### src/rtl/dcache_flush_ctrl.sv
// Data-cache flush sequencer: walks every line, writes valid+dirty lines back
// word by word, clears their dirty bits and stalls store commit meanwhile.
module dcache_flush_ctrl #(
  parameter int NUM_LINES  = 64,
  parameter int LINE_WORDS = 4,
  parameter int ADDR_W     = 16,
  parameter int DATA_W     = 16,
  localparam int IDX_W     = $clog2(NUM_LINES),
  localparam int OFF_W     = $clog2(LINE_WORDS),
  localparam int TAG_W     = ADDR_W - IDX_W - OFF_W
) (
  input  logic              clk,
  input  logic              rst_n,
  input  logic              flush_req,
  output logic [IDX_W-1:0]  line_idx,
  input  logic              line_vld,
  input  logic              line_dirty,
  input  logic [TAG_W-1:0]  line_tag,
  output logic [OFF_W-1:0]  word_sel,
  input  logic [DATA_W-1:0] word_data,
  output logic              mem_wr_en,
  output logic [ADDR_W-1:0] mem_wr_addr,
  output logic [DATA_W-1:0] mem_wr_data,
  input  logic              mem_wr_rdy,
  output logic              clr_dirty_en,
  output logic [IDX_W-1:0]  clr_idx,
  output logic              st_stall,
  output logic              flush_busy,
  output logic              flush_done,
  output logic [IDX_W:0]    wb_lines
);

  localparam logic [IDX_W-1:0] LAST_LINE = IDX_W'(NUM_LINES - 1);
  localparam logic [OFF_W-1:0] LAST_WORD = OFF_W'(LINE_WORDS - 1);

  typedef enum logic [2:0] {IDLE, CHECK, WRITE, CLEAR, DONE} state_t;

  state_t           state, next_state;
  logic [IDX_W-1:0] ptr;
  logic [OFF_W-1:0] cnt;
  logic             req_q;
  logic             start;
  logic             last_line;

  assign start     = flush_req && !req_q;
  assign last_line = (ptr == LAST_LINE);

  always_ff @(posedge clk or negedge rst_n) begin
    if (!rst_n) state <= IDLE;
    else        state <= next_state;
  end

  // Walk pointer, word counter, request edge register and write-back tally.
  always_ff @(posedge clk or negedge rst_n) begin
    if (!rst_n) begin
      ptr      <= '0;
      cnt      <= '0;
      req_q    <= 1'b0;
      wb_lines <= '0;
    end else begin
      req_q <= flush_req;
      case (state)
        IDLE: begin
          if (start) begin
            ptr      <= '0;
            wb_lines <= '0;
          end
        end
        CHECK: begin
          if (line_vld && line_dirty) cnt <= '0;
          else if (!last_line)        ptr <= ptr + IDX_W'(1);
        end
        WRITE: begin
          if (mem_wr_rdy) cnt <= cnt + OFF_W'(1);
        end
        CLEAR: begin
          wb_lines <= wb_lines + (IDX_W+1)'(1);
          if (!last_line) ptr <= ptr + IDX_W'(1);
        end
        default: ;
      endcase
    end
  end

  always_comb begin
    next_state   = state;
    line_idx     = '0;
    word_sel     = '0;
    mem_wr_en    = 1'b0;
    mem_wr_addr  = '0;
    mem_wr_data  = '0;
    clr_dirty_en = 1'b0;
    clr_idx      = '0;
    st_stall     = 1'b0;
    flush_busy   = 1'b0;
    flush_done   = 1'b0;
    case (state)
      IDLE: begin
        if (start) next_state = CHECK;
      end
      CHECK: begin
        st_stall   = 1'b1;
        flush_busy = 1'b1;
        line_idx   = ptr;
        if (line_vld && line_dirty) next_state = WRITE;
        else if (last_line)         next_state = DONE;
      end
      WRITE: begin
        st_stall    = 1'b1;
        flush_busy  = 1'b1;
        line_idx    = ptr;
        word_sel    = cnt;
        mem_wr_en   = 1'b1;
        mem_wr_addr = {line_tag, ptr, cnt};
        mem_wr_data = word_data;
        if (mem_wr_rdy && cnt == LAST_WORD) next_state = CLEAR;
      end
      CLEAR: begin
        st_stall     = 1'b1;
        flush_busy   = 1'b1;
        line_idx     = ptr;
        clr_dirty_en = 1'b1;
        clr_idx      = ptr;
        next_state   = last_line ? DONE : CHECK;
      end
      DONE: begin
        st_stall   = 1'b1;
        flush_done = 1'b1;
        if (!flush_req) next_state = IDLE;
      end
      default: next_state = IDLE;
    endcase
  end

endmodule
### config.mk
export PLATFORM = sky130hd
export DESIGN_NAME = dcache_flush_ctrl
export DESIGN_NICKNAME = d
export VERILOG_FILES = /design/src/rtl/dcache_flush_ctrl.sv
export SDC_FILE = /design/constraint.sdc
export NUM_CORES = 1
export LEC_CHECK = 0
export ABC_AREA = 1
export CAP_MARGIN = 20
export CORE_UTILIZATION = 34
export DETAILED_ROUTE_END_ITERATION = 10
export PLACE_DENSITY = 0.78
export SLEW_MARGIN = 30
export SYNTH_ARGS = -nofsm -noshare
export SYNTH_HDL_FRONTEND = slang
export SYNTH_SLANG_ARGS = --single-unit
### constraint.sdc
create_clock -name clk -period 1.4 [get_ports clk]
set_clock_uncertainty 0.15 [all_clocks]
set_input_delay 0.14 -clock clk [delete_from_list [all_inputs] [get_ports clk]]
set_output_delay 0.14 -clock clk [all_outputs]
set_load 0.01 [all_outputs]
After elaboration in Yosys (flattened, before gate mapping)

Cells that the tools add are included.

Reduce and logical (&&, ||, !) cells: 14
Add/subtract/negate cells: 3
Mux-type cells: 26
Equal/unequal tests: 13

Operator list:

| operator                                                        | count |
|---|---|
| 16-bit 2-to-1 mux                                               | 2 |
| 6-bit 2-to-1 mux                                                | 5 |
| 3-bit 2-to-1 mux                                                | 6 |
| 6-bit one-hot mux with 3 select lines                           | 1 |
| 3-bit one-hot mux with 5 select lines                           | 1 |
| 7-bit one-hot mux with 2 select lines                           | 1 |
| 2-bit != test, second input constant                            | 6 |
| 7-bit by 1-bit adder with 7-bit output, second input constant   | 1 |
| 7-bit 2-to-1 mux                                                | 1 |
| 6-bit by 1-bit adder with 6-bit output, second input constant   | 1 |
| 3-bit by 2-bit == test with 1-bit output, second input constant | 2 |
| 6-bit == test, second input constant                            | 1 |
| 2-bit 2-to-1 mux                                                | 3 |
| 3-bit AND reduction                                             | 2 |
| 1-bit 2-to-1 mux                                                | 5 |
| 2-bit one-hot mux with 2 select lines                           | 1 |
| 4-bit AND reduction                                             | 1 |
| 2-bit nonzero test                                              | 2 |
| 4-bit OR reduction                                              | 1 |
| 3-bit by 1-bit == test with 1-bit output, second input constant | 1 |
| 3-bit == test, second input constant                            | 1 |
| 1-bit logical AND                                               | 3 |
| 3-bit logical NOT                                               | 1 |
| 3-bit != test, second input constant                            | 1 |
| 6 further kinds                                                 | 6 |

Bits of input ports: 30
Bits in registers: 19
Output and inout port bits: 58

Depth between registers and ports, before layout

Word-level depth: 4
Mapped depth: 8
Gate-level depth less buffers: 8

Worst setup path before layout

No wires, ideal clock.

Kind: register -> output
From: register state[2]
To: output word_sel[0]
Stages on the path, launching flop included: 8
Path slack: -0.293 ns
Data arrival time: 1.403 ns
Path buffers: 2
Cells stage by stage: dfrtp_1 -> nor2_2 -> inv_1 -> nor2_4 -> inv_2 -> buf_2 -> nor2_1 -> buf_4

Cells in the longest elaborated chain, start to end: 2

RTL lines:

| what                                     | RTL line | text |
|---|---|---|
| start, declared                          | 38       | `state_t state, next_state;` |
| start signal, assigned                   | 50       | `else state <= next_state;` |
| 3-bit by 2-bit == test with 1-bit output | 97       | `case (state)` |
| 2-bit 2-to-1 mux                         | 97       |  |
| end, declared                            | 19       | `output logic [OFF_W-1:0] word_sel,` |

No other way between the ends.

Worst setup path after layout

From: register state[1]
To: output mem_wr_addr[7]

Cells in the longest elaborated chain, start to end: 2

RTL lines:

| what                                     | RTL line | text |
|---|---|---|
| 3-bit by 2-bit == test with 1-bit output | 97       |  |
| 16-bit 2-to-1 mux                        | 97       |  |
| end, declared                            | 22       | `output logic [ADDR_W-1:0] mem_wr_addr,` |

No other way between the ends.

==> impl_metrics.toml <==
[synthesis]
synth_top_area_cell = "dfrtp_1"
synth_cells = 234
yosysTopAreaCellShare_pct = 33.1
synth_edf_count = 0
synth_warnings = 0
netlist_area_um2 = 1440
synthTopCellsByArea = "dfrtp_1, nor2_1, nand2_1, inv_1, nand3_1"
synth_seq_cells = 19
synth_cell_types = 22
seq_area_frac_synth_pct = 33.1
syn_area_per_cell_um2 = 6.14
yosysMostFrequentCell = "nor2_1"
ys_async_sr_fraction_pct = 100
synth_commonest_cells = "nor2_1, nand2_1, inv_1"
synthFlopType = "dfrtp_1"
synth_fp_nets = 267

[sta]
max_slew.worst_pin.slew_ps = 250
setup_viol = 69
fin_crit_sh_pct = 130
max_freq_ghz = 0.550
rsz0062_at_grt = "yes"
fin_tns_setup_ps = -21610
drv_slew = 0
hold_viol = 0
slew_headroom_pct = 83.3
finalCriticalPeriod_ps = 1820
worst_slack_ps = -417

[power]
ir_worst_vdd_mv = 1.04
p_sw_mw = 2.34
clock_power_share_pct = 7.4
power.internal_mw = 2.78
power.leakage_nw = 1.62
power_frac_comb_pct = 74.8
p_seq_share_pct = 17.8
swShare_pct = 45.8
powerDensity_nw_per_um2 = 1670

[setup_path]
crit_type = "reg2out"
worstPathArrival_ps = 1530
end_kind = "output pin"
startpoint_type = "register"
crit_start = "state[1]"
critPathRequiredTime_ps = 1110
path_max_fanout = 8
r2r-start = "state[1]"

[route]
final_antenna_net_count = 0
wl_um = 6010
drt-vias-per-instance = 4.85
dr.pass1.iters = 4
drc = 0
vias = 2037
wl_per_cell_um = 14.3
drt_iter0_drc = 53

[floorplanning]
start_util_pct = 35.7
die_area_um2 = 4490
std_cell_rows = 23
die_h_um = 67.0
core-area_um2 = 4030
fp.dieW_um = 67.0
io_pins = 88

[global_routing]
antenna_found_initial = 0
grt_pass1_wl_um = 8090
gr-total-overflow = 0
grt_pass1_vias = 1864
grt_max_degree = 20
grt_usage_pct = 24.0

[cts]
clk_latency_ps = 260
cts_buffers = 3
clock-root-buffer = "clkbuf_8"
cts_tree = "built"
cts_sinks = 19
clk_pin_slew_ps = 70
h-tree-depth = 1
hold_buffers = 0
cts_max_path_buffers = 2

[final_layout]
layout.nets = 404
final_core_util_pct = 76.3
finalInstanceArea_um2 = 3070
syn2layout_area_growth_pct = 114
drive_above_1_share_pct = 49.2
diodes = 0
stdcell_count = 420
fill_cells = 301

[placed_design]
place_inst = 394
dpl.hpwl_um = 3710
io_buffers = 87
place_area_um2 = 2660
gp_congestion = 0.786

[outcome]
violations = "negative setup slack"
outcome = "complete, but fails checks"

[hold_path]
holdCritPathClass = "in2async"

[run]
drv_cap = 0
==> state kept, by name, summed over array words and instances, names as in the netlist <==
| register | cells |
|---|---|
| wb_lines | 7 |
| ptr | 6 |
| state | 3 |
| cnt | 2 |
| req_q | 1 |
==> metal layers <==
metal	track usage [%]	wire length [µm]	up-vias
met5	0	0	-
met4	5.85	110	0
met3	4.11	496	14
met2	48.4	3200	88
met1	24.7	2200	960
li1	-	-	975
==> metrics by stage <==
step / power [mW] / worst slack (ps) / hold slack (ps)
5_1_grt: 5.40 / -469 / 84.4
3_3_place_gp: 3.39 / -544 / 347
2_1_floorplan: 2.18 / -114 / -306
3_5_place_dp: 3.46 / -525 / 347
4_1_cts: 4.55 / -335 / 63.1
6_report: 5.12 / -417 / 61.7
==> power by group through the flow <==
stage | clock network [mW] | logic, mW | registers, mW
finish | 0.379 | 3.83 | 0.912
global route | 0.404 | 4.07 | 0.924
CTS | 0.390 | 3.26 | 0.899
detailed placement | 0 | 2.56 | 0.899
global placement | 0 | 2.50 | 0.897
floorplan | 0 | 1.26 | 0.914
==> worst paths after layout <==
check,endpoint,slack [ps],cells after the start
max,mem_wr_addr[7],-420,8
min,wb_lines[0],60,2
max reg2reg,wb_lines[5],-290,9
min reg2reg,cnt[0],400,1
max in group asynchronous,state[2],820,2
min in group clk,req_q,280,1
==> critical path: stages (launching register included) <==
cell	delay (ps)
dfrtp_1	380
inv_2	70
nor2_4	130
inv_2	60
nor2_4	160
inv_6	90
buf_16	160
nor2_1	90
buf_2	140
==> cell families after synthesis <==
family | after synthesis | synth area share, %
XOR/XNOR | 1 | 0.609
AO/OA/AOI/OAI | 13 | 4.96
adder cells (fa/ha/maj) | 3 | 2.61
AND/OR/NAND/NOR | 141 | 42.8
flip-flops | 19 | 33.1
buffers and inverters | 57 | 15.9
==> cell type report <==
cell class,instances,area (µm²),share of cell area [%]
clock inverter,1,5.00,0.163
sequential,19,480,15.6
timing repair buffer,138,1230,40.2
inverter,51,216,7.04
clock buffer,3,41.3,1.34
tap,50,62.6,2.04
multi-input combinational,158,1030,33.6
==> cells in the final DEF (no fill, tap or decap), types with 3 or more instances in the layout <==
| cell | netlist | layout |
|---|---|---|
| dfrtp_1 | 19 | 15 |
| o21ai_1 | 0 | 3 |
| nand3_2 | 0 | 6 |
| nor2_4 | 2 | 17 |
| buf_16 | 0 | 3 |
| buf_6 | 0 | 34 |
| nand2_2 | 2 | 12 |
| nand3_1 | 22 | 16 |
| dfrtp_2 | 0 | 4 |
| clkbuf_8 | 0 | 3 |
| dlygate4sd2_1 | 0 | 7 |
| ha_1 | 3 | 3 |
| nand4_1 | 3 | 3 |
| nand2_4 | 1 | 5 |
| buf_2 | 3 | 33 |
| clkdlybuf4s50_1 | 0 | 29 |
| nor2_2 | 1 | 14 |
| o21ai_2 | 0 | 4 |
| inv_4 | 0 | 3 |
| nand2_1 | 47 | 31 |
| inv_1 | 46 | 43 |
| buf_4 | 3 | 31 |
| nor2_1 | 59 | 31 |
| a21oi_1 | 3 | 3 |
==> repair_timing <==
action                                  in CTS  in global routing
cloned                                       3                  0
setup buffers                               13                  9
pin swaps                                   19                 21
gates resized for setup                    288                 43
endpoints found under the setup margin      75                 69
(Power assumes the default switching activity.)
